**config.mk**
```make
export PLATFORM = sky130hd
export DESIGN_NAME = prefetch_unit
export DESIGN_NICKNAME = d
export VERILOG_FILES = /design/src/rtl/cpu_pkg.sv /design/src/rtl/inst_fifo.sv /design/src/rtl/prefetch_unit.sv
export SDC_FILE = /design/constraint.sdc
export NUM_CORES = 1
export LEC_CHECK = 0
export BUFFER_PORTS_ARGS = -buffer_cell sky130_fd_sc_hd__clkbuf_2
export CORE_ASPECT_RATIO = 0.6
export CORE_MARGIN = 4
export CORE_UTILIZATION = 40
export CTS_BUF_LIST = sky130_fd_sc_hd__clkbuf_2 sky130_fd_sc_hd__clkbuf_4 sky130_fd_sc_hd__clkbuf_8
export CTS_CLUSTER_SIZE = 24
export DETAILED_ROUTE_END_ITERATION = 16
export HOLD_SLACK_MARGIN = 0.15
export PLACE_DENSITY_LB_ADDON = 0.1
export SKIP_LAST_GASP = 1
export SLEW_MARGIN = 30
export SYNTH_ARGS = -nofsm -noshare
export SYNTH_HDL_FRONTEND = slang
export SYNTH_SLANG_ARGS = --single-unit
```
**constraint.sdc**
```tcl
create_clock -name clk -period 4 [get_ports clk]
set_input_delay 0.8 -clock clk [delete_from_list [all_inputs] [get_ports clk]]
set_output_delay 0.8 -clock clk [all_outputs]
set_load 0.02 [all_outputs]
```
**src/rtl/cpu_pkg.sv**
```systemverilog
// Shared CPU definitions: word width, fetch FSM states and the byte-swap helper
// that is also used by the load path.
package cpu_pkg;

   localparam int WORD_W = 32;

   typedef enum logic [1:0] {
      IDLE    = 2'd0,
      FETCH   = 2'd1,
      DISCARD = 2'd2
   } fetch_state_t;

   function automatic logic [WORD_W-1:0] byte_swap32(input logic [WORD_W-1:0] w);
      return {w[7:0], w[15:8], w[23:16], w[31:24]};
   endfunction

endpackage

```
**src/rtl/inst_fifo.sv**
```systemverilog
// Synchronous FIFO of {inst, pc} entries with push/pop/clear and an occupancy count.
// Storage is not reset; only pointers and count are.
module inst_fifo
   import cpu_pkg::*;
#(
   parameter int DEPTH = 4,
   parameter int WIDTH = 64
) (
   input  logic                     clk,
   input  logic                     reset,
   input  logic                     push,
   input  logic                     pop,
   input  logic                     clear,
   input  logic [WIDTH-1:0]         din,
   output logic [WIDTH-1:0]         dout,
   output logic [$clog2(DEPTH):0]   count
);

   localparam int AW = $clog2(DEPTH);
   localparam int CW = AW + 1;

   logic [WIDTH-1:0] mem [DEPTH];
   logic [AW-1:0]    wr_ptr;
   logic [AW-1:0]    rd_ptr;
   logic [CW-1:0]    count_q;

   // Pointers wrap naturally because DEPTH is a power of two.
   always_ff @(posedge clk) begin
      if (reset || clear) begin
         wr_ptr  <= '0;
         rd_ptr  <= '0;
         count_q <= '0;
      end else begin
         if (push) wr_ptr <= wr_ptr + 1'b1;
         if (pop)  rd_ptr <= rd_ptr + 1'b1;
         count_q <= count_q + CW'(push) - CW'(pop);
      end
   end

   always_ff @(posedge clk) begin
      if (push && !clear) mem[wr_ptr] <= din;
   end

   assign dout  = mem[rd_ptr];
   assign count = count_q;

endmodule

```
**src/rtl/prefetch_unit.sv**
```systemverilog
// Instruction prefetch: sequential word fetch, optional byte swap, FIFO buffering
// and flush redirect. Optional statistics counters under PREFETCH_STATS_EN.
module prefetch_unit
   import cpu_pkg::*;
#(
   parameter int          DEPTH    = 4,
   parameter logic [31:0] RESET_PC = 32'h0000_0000
) (
   input  logic                    clk,
   input  logic                    reset,
   input  logic                    little_endian_en,
   output logic [WORD_W-1:0]       mem_address,
   output logic                    mem_read,
   input  logic [WORD_W-1:0]       mem_data_in,
   input  logic                    mem_ready,
   output logic                    inst_valid,
   output logic [WORD_W-1:0]       inst,
   output logic [WORD_W-1:0]       inst_pc,
   input  logic                    inst_ready,
   input  logic                    flush,
   input  logic [WORD_W-1:0]       flush_pc,
   output logic [$clog2(DEPTH):0]  fifo_count
`ifdef PREFETCH_STATS_EN
   ,
   output logic [31:0]             stat_fetched,
   output logic [31:0]             stat_discarded
`endif
);

   localparam int CW = $clog2(DEPTH) + 1;

   fetch_state_t      state;
   logic [WORD_W-1:0] fetch_pc;
   logic [WORD_W-1:0] flush_target;
   logic [WORD_W-1:0] next_pc;
   logic [WORD_W-1:0] fetch_word;
   logic [63:0]       fifo_dout;
   logic [CW-1:0]     count_next;
   logic              push;
   logic              pop;
   logic              space_next;
   logic              unused_flush_lsbs;

   assign flush_target      = {flush_pc[31:2], 2'b00};
   assign unused_flush_lsbs = ^flush_pc[1:0];
   assign next_pc           = fetch_pc + 32'd4;
   assign fetch_word        = little_endian_en ? byte_swap32(mem_data_in) : mem_data_in;

   assign push       = (state == FETCH) && mem_read && mem_ready && !flush;
   assign pop        = inst_valid && inst_ready && !flush;
   assign count_next = fifo_count + CW'(push) - CW'(pop);
   // A request raised now is visible next cycle, so judge space on next-cycle occupancy.
   assign space_next = count_next < CW'(DEPTH);

   inst_fifo #(
      .DEPTH (DEPTH),
      .WIDTH (64)
   ) u_fifo (
      .clk   (clk),
      .reset (reset),
      .push  (push),
      .pop   (pop),
      .clear (flush),
      .din   ({fetch_word, fetch_pc}),
      .dout  (fifo_dout),
      .count (fifo_count)
   );

   assign inst_valid = (fifo_count != '0);
   assign inst       = inst_valid ? fifo_dout[63:32] : '0;
   assign inst_pc    = inst_valid ? fifo_dout[31:0]  : '0;

   // In DISCARD, fetch_pc holds the redirect target while the cancelled request drains.
   always_ff @(posedge clk) begin
      if (reset) begin
         state       <= IDLE;
         mem_read    <= 1'b0;
         mem_address <= RESET_PC;
         fetch_pc    <= RESET_PC;
      end else begin
         unique case (state)
            IDLE: begin
               state       <= FETCH;
               mem_read    <= 1'b1;
               mem_address <= flush ? flush_target : fetch_pc;
               if (flush) fetch_pc <= flush_target;
            end
            FETCH: begin
               if (flush) begin
                  fetch_pc <= flush_target;
                  if (mem_read && !mem_ready) begin
                     state <= DISCARD;
                  end else begin
                     mem_read    <= 1'b1;
                     mem_address <= flush_target;
                  end
               end else if (mem_read && mem_ready) begin
                  fetch_pc    <= next_pc;
                  mem_read    <= space_next;
                  mem_address <= next_pc;
               end else if (!mem_read && space_next) begin
                  mem_read    <= 1'b1;
                  mem_address <= fetch_pc;
               end
            end
            DISCARD: begin
               if (flush) fetch_pc <= flush_target;
               if (mem_ready) begin
                  state       <= FETCH;
                  mem_address <= flush ? flush_target : fetch_pc;
               end
            end
            default: state <= IDLE;
         endcase
      end
   end

`ifdef PREFETCH_STATS_EN
   function automatic logic [31:0] sat_add(input logic [31:0] a, input logic [31:0] b);
      logic [32:0] s;
      s = {1'b0, a} + {1'b0, b};
      return s[32] ? 32'hFFFF_FFFF : s[31:0];
   endfunction

   logic resp_drop;
   assign resp_drop = mem_read && mem_ready && (flush || (state == DISCARD));

   always_ff @(posedge clk) begin
      if (reset) begin
         stat_fetched   <= '0;
         stat_discarded <= '0;
      end else begin
         stat_fetched   <= sat_add(stat_fetched, {31'b0, push});
         stat_discarded <= sat_add(stat_discarded,
                                   (flush ? 32'(fifo_count) : 32'd0) + {31'b0, resp_drop});
      end
   end
`else
   // Statistics counters are not built in this configuration.
`endif

endmodule

```
==> impl_metrics.toml, run 1 <==
[status]
status = "complete, no violations"

[power_and_ir_drop]
power.density_nw_per_um2 = 422
power_mw = 7.25
power.leakage_nw = 5.96
peakVddDrop_mv = 0.203

[detailed_routing]
drt-total-wl_um = 38400
viasPerCell = 5.55
dr_total_vias = 9600
postRouteAntennaNets = 0
drtIter0Drc = 696
drc_errors = 0
wl_per_cell_um = 22.2
first_pass_iters = 5

[final_layout]
fillCellCount = 3272
syn2layout_area_growth_pct = 16.8
nets = 1289
ff_latch_area_sq_um = 9210
postLayoutCoreUtil_pct = 47.3
multi_input_area_sq_um = 5110
antenna_cells = 0
drive_gt1_share_pct = 33.0

[clocking]
holdBufCountCts = 0
postCtsSetupBuffers = 0
cts_resized = 0
clock_latency_ns = 0.58
cts-root-buf = "clkbuf_8"
cts_max_level = 2
cts_buffer_depth = 3
cts_tree = "built"
clock_sinks = 332
cts_buffers = 51
clkTransAtPathRegs_ns = 0.06

[logic_synthesis]
synth_nets = 1117
yosys_warnings = 0
yosysSeqAreaShare_pct = 62.5
synth.avg_cell_area_sq_um = 14.2
ys_ff_latch = 332
yosysTopAreaCellShare_pct = 52.2
synthCells = 1039
synth_most_common_cell = "edfxtp_1"
async_flop_share_pct = 0
synthTopCellsByCount = "256 x edfxtp_1, 76 x dfxtp_1, 65 x and2_1"
yosysUniqueCellTypes = 70
synth_flop_cell = "edfxtp_1"
syn_area_sq_um = 14700
synthTopCellsByArea = "edfxtp_1 52%, dfxtp_1 10%, mux4_2 9.8%, mux2_2 2.8%, and2_1 2.8%"
synth_edf_count = 256
yosysTopAreaCell = "edfxtp_1"

[sta]
min_period_ns = 3.74
rsz0062_at_grt = "no"
period_share_pct = 93.5
finalSetupViolCount = 0
setup-tns-final_ns = 0
hold_viol = 0
max_freq_ghz = 0.267
tightest_slew_ns = 0.963
relSlewSlack_pct = 35.6
final_max_slew_viol_count = 0
skew_ns = 0.0264
fin_ws_ns = 0.260

[setup_path]
cp.arrival_ns = 4.26
cp-end-kind = "register"
worstSetupStartpointType = "register"
crit_required_ns = 4.52
cp_max_fo = 10
crit_type = "register to register"

[global_route]
grt_pass1_wl_um = 58200
antenna_found_initial = 0
grt_pass1_vias = 9615
grt_max_degree = 71
overflow = 0
gr-usage-all-layers_pct = 18.8

[place]
place.gp.congestion = 0.812
portBuffers = 168
place_ws_ns = 0.218
dp_hpwl_um = 24700

[floorplan]
die_y_um = 157
dieArea_sq_um = 40000
pin_count = 171
core_sq_um = 36300
die_w_um = 256
start_util_pct = 40.5
row_count = 54

[hold_path]
hold_path.class = "register to register"

[flow_run]
max-cap-violations = 0
==> critical path, stage by stage (launching register included) <==
cell and delay, ns:
dfxtp_1 0.35, or3_2 0.49, and3_1 0.25, ha_1 0.28, inv_1 0.03, ha_1 0.18, fa_1 0.36, xnor3_1 0.45
a221o_1 0.19, o21ai_1 0.09, nor2_1 0.74, a22o_1 0.26
==> where the power goes <==
group	switching, mW	total, mW	internal [mW]	leakage [nW]
Combinational	0.311	0.506	0.195	2.46
Clock	1.31	2.85	1.55	0.557
Sequential	0.0958	3.89	3.80	2.94
Total	1.71	7.25	5.54	5.96
==> placed cells by master (no fill, tap or decap), types with 8 or more instances in the layout <==
cell type  Yosys  final
o211ai_1       8      8
edfxtp_1     256    256
and4_1         8      8
nand2b_1      19     19
a32o_1         8      8
nand3_1       26     26
clkinv_1       0      9
o31ai_1       16     16
clkbuf_2       0    168
nand2_1       54     54
mux4_2        64     64
clkbuf_4       0     24
nor2b_1       10     10
inv_1         23     23
buf_4          3     28
and2_1        65     65
mux2_2        37     37
nand3b_1       8      8
nor4_1        16     15
a211oi_1      19     19
nor2_1        37     37
a21oi_1       45     44
clkbuf_8       0     58
nand4_1       11     11
dfxtp_1       76     74
xnor2_1       10     10
nor3_1        15     15
o21ai_0       19     18
==> routing by layer <==
metal  share of wire, %  GRT usage (%)  up-vias
met5                  0              0        -
met4                2.0           5.09        0
met2                 45           29.2      273
li1                   -              -     4404
met1                 47           27.1     4859
met3                5.8           3.95       64
==> logic make-up after synthesis <==
logic type,Yosys count,share of synthesized area [%]
muxes,107,13.0
xor gates and xnor gates,15,0.986
and+or+nand+nor,299,11.4
AOI/OAI and AO/OA,173,8.41
buffers and inverters,105,2.91
adders and majority gates,8,0.731
DFF,332,62.5
==> registers in the layout, indices dropped and copies added, names as in the netlist, named ones only <==
register / count
mem_read: 1
fetch_pc: 32
u_fifo.rd_ptr: 2
mem_address: 32
state: 2
u_fifo.count: 3
u_fifo.mem: 256
u_fifo.wr_ptr: 2
==> through the flow <==
step	hold WS [ns]	instance area [sq um]	cells
6_report	0.453	17200	1729
5_1_grt	0.446	17200	1729
4_1_cts	0.421	17200	1729
3_5_place_dp	0.449	16200	1634
3_3_place_gp	0.450	16100	1634
2_1_floorplan	0.455	14700	1039
==> worst paths after layout <==
kind                                from                            to  slack [ns]  cells past startpoint
max           u_fifo.count[1]$_SDFF_PP0_  mem_address[15]$_SDFFE_PP0P_        0.26                     11
min          mem_address[0]$_SDFFE_PP0P_   mem_address[0]$_SDFFE_PP0P_        0.45                      2
max reg2reg   u_fifo.count[1]$_SDFF_PP0_  mem_address[15]$_SDFFE_PP0P_        0.26                     11
min reg2reg  mem_address[0]$_SDFFE_PP0P_   mem_address[0]$_SDFFE_PP0P_        0.45                      2
==> area by class of cell <==
type,instances,area share (%)
sequential,332,53.6
multi-input combinational,602,29.7
timing repair buffer,201,6.70
clock buffer,82,5.69
tap,476,3.46
inverter,23,0.502
clock inverter,13,0.335
Note: power is estimated with default switching activity, not from simulation.
==> inputs of run 2 (changes only) <==
- clock period: 4 -> 3.65 ns (I/O delays scaled with it)
==> run 2 against run 1 <==
  * Flip-flop and latch count unchanged
  * Highest routed layer unchanged
  * Count of clock-buffer cells in the layout down 10
  * Utilization is essentially flat
  * Clock skew grew 0.0016 ns
  * Cell area hardly changed
  * Sequential power is 9.5% higher
  * Largest cell class unchanged
  * Worst hold slack worse by 0.017 ns
  * First-iteration DRC count increased by 4.5%
==> impl_metrics.toml, run 2 (synthesis results as in run 1) <==
[status]
status = "complete, no violations"

[final_layout]
final_cell_mix = "256 x edfxtp_1, 168 x clkbuf_2, 74 x dfxtp_1"
drive_gt1_share_pct = 33.1
nets = 1294
antenna_cells = 0
final_cells = 1731
syn2layout_area_growth_pct = 16.8
largest_registers = "u_fifo.mem: 256 flops, fetch_pc: 32 flops, mem_address: 32 flops"
mostFrequentLayoutCell = "edfxtp_1"
largest_register_ffs = 256
postLayoutCoreUtil_pct = 47.3
regMostFlops = "u_fifo.mem"

[setup_path]
r2r_setup_slack_ns = 0.22
cp_slowest_cell = "or3_2"
cp_common_cell = "ha_1"
cpPeakStageDelay_ns = 0.48
crit_type = "register to register"
setup.worst_path.start = "u_fifo.count[1]$_SDFF_PP0_"
cp.arrival_ns = 3.95
critPathCapture = "mem_address[16]$_SDFFE_PP0P_"
r2r-end = "mem_address[16]$_SDFFE_PP0P_"
crit_required_ns = 4.16
r2r-start = "u_fifo.count[1]$_SDFF_PP0_"
r2r_cells = 12
worstSetupStartpointType = "register"
cp-end-kind = "register"
cp_max_fo = 15
cp_cell_sequence = "or3_2, and3_1, ha_1, inv_1, ha_1, fa_1, xnor3_1, a221o_1, o21ai_1, buf_4, o311ai_0, a21oi_1"

[sta]
hold_viol = 0
finalSetupViolCount = 0
max_freq_ghz = 0.291
setup-tns-final_ns = 0
rsz0062_at_grt = "no"
fin_ws_ns = 0.217
skew_ns = 0.0280
period_share_pct = 94.1
min_period_ns = 3.43
relSlewSlack_pct = 44.6
tightest_slew_ns = 0.832
final_max_slew_viol_count = 0

[detailed_routing]
first_pass_iters = 5
postRouteAntennaNets = 0
drtIter0Drc = 727
drt-total-wl_um = 38500
dr_total_vias = 9590
drc_errors = 0
wl_per_cell_um = 22.2
viasPerCell = 5.54

[clocking]
cts_max_level = 2
cts_buffer_depth = 3
clock_latency_ns = 0.60
cts_buffers = 50
clock_sinks = 332
cts_tree = "built"
holdBufCountCts = 0
clkTransAtPathRegs_ns = 0.06
cts-root-buf = "clkbuf_8"

[power_and_ir_drop]
power.leakage_nw = 5.95
peakVddDrop_mv = 0.227
p_seq_share_pct = 54.5
internal-power_mw = 5.95
switchingPower_mw = 1.87
swShare_pct = 23.9
power.density_nw_per_um2 = 455
power_frac_comb_pct = 7.3
power_mw = 7.83
clkPwrFrac_pct = 38.2

[global_route]
grt_pass1_wl_um = 59700
gr-usage-all-layers_pct = 19.1
grt_max_degree = 71
grt_pass1_vias = 9762
use_met1_pct = 27.5
use_met2_pct = 30.3
busiest_layer = "met2"
antenna_found_initial = 0
use_met3_pct = 3.80
overflow = 0

[floorplan]
dieArea_sq_um = 40000
die_y_um = 157
core_sq_um = 36300
die_w_um = 256
pin_count = 171
row_count = 54
start_util_pct = 40.5

[flow_run]
max-cap-violations = 0

[place]
placed_cells = 1640
place.gp.congestion = 0.786
place_ws_ns = 0.0232
portBuffers = 168
dp_hpwl_um = 24600

[hold_path]
hold_path.class = "primary input to register"
run 2: cell count changes in the layout (fill, tap and decap cells not counted), sizes merged:
cell,previous run,this run
clkbuf,250,240
buf,33,39
clkinv,13,17
clkinvlp,0,1
inv,23,24
run 2: worst min path at each step:
| stage | startpoint | depth (start not counted) | slack (ns) | end |
|---|---|---|---|---|
| floorplan | fetch_pc[14]$_SDFFE_PP0P_ | 0 | 0.45 | u_fifo.mem[0][14]$_DFFE_PP_ |
| global placement | mem_address[5]$_SDFFE_PP0P_ | 2 | 0.45 | mem_address[5]$_SDFFE_PP0P_ |
| detailed placement | mem_address[9]$_SDFFE_PP0P_ | 2 | 0.45 | mem_address[9]$_SDFFE_PP0P_ |
| CTS | flush_pc[21] | 3 | 0.40 | mem_address[21]$_SDFFE_PP0P_ |
| global route | flush_pc[21] | 3 | 0.42 | mem_address[21]$_SDFFE_PP0P_ |
| finish | flush_pc[21] | 3 | 0.44 | mem_address[21]$_SDFFE_PP0P_ |
run 2: power by group through the flow:
| stage | combinational (mW) | sequential [mW] | clock (mW) |
|---|---|---|---|
| 2_1_floorplan | 0.332 | 4.33 | 0 |
| 3_3_place_gp | 0.567 | 4.34 | 0 |
| 3_5_place_dp | 0.571 | 4.34 | 0 |
| 4_1_cts | 0.573 | 4.26 | 3.09 |
| 5_1_grt | 0.621 | 4.27 | 3.29 |
| 6_report | 0.568 | 4.26 | 2.99 |
run 2: critical path: cells and delay by family (launching register included):
kind / cells / cell delay (ns)
simple gates: 2 / 0.69
fa+ha+maj: 3 / 0.82
compound gates: 4 / 0.79
flops: 1 / 0.31
xor+xnor: 1 / 0.42
buf+inv: 2 / 0.33
run 2: final cells by class:
| cell class | count | area (sq um) |
|---|---|---|
| repair buffers | 207 | 1210 |
| fillers | 3276 | 19200 |
| clock inverters | 19 | 88.8 |
| inverters | 23 | 86.3 |
| well taps | 476 | 596 |
| multi-input cells | 602 | 5110 |
| flip-flops and latches | 332 | 9210 |
| clock buffers | 72 | 891 |
run 2: metrics by stage:
step,instance area [sq um],hold WS [ns]
after global placement,16200,0.446
after global routing,17200,0.422
final,17200,0.436
after floorplan,14700,0.455
after CTS,17200,0.400
after detailed placement,16200,0.451
run 2: timing repair:
action	CTS	global route
buffers inserted	0	0
gates resized for setup	0	1
endpoints found under the setup margin	0	10
run 2: per-layer routing:
metal  wire length [um]  part of all wire, %
met5                  0                    0
met1              18100                   47
met2              17800                   46
met3               2030                  5.3
met4                621                  1.6
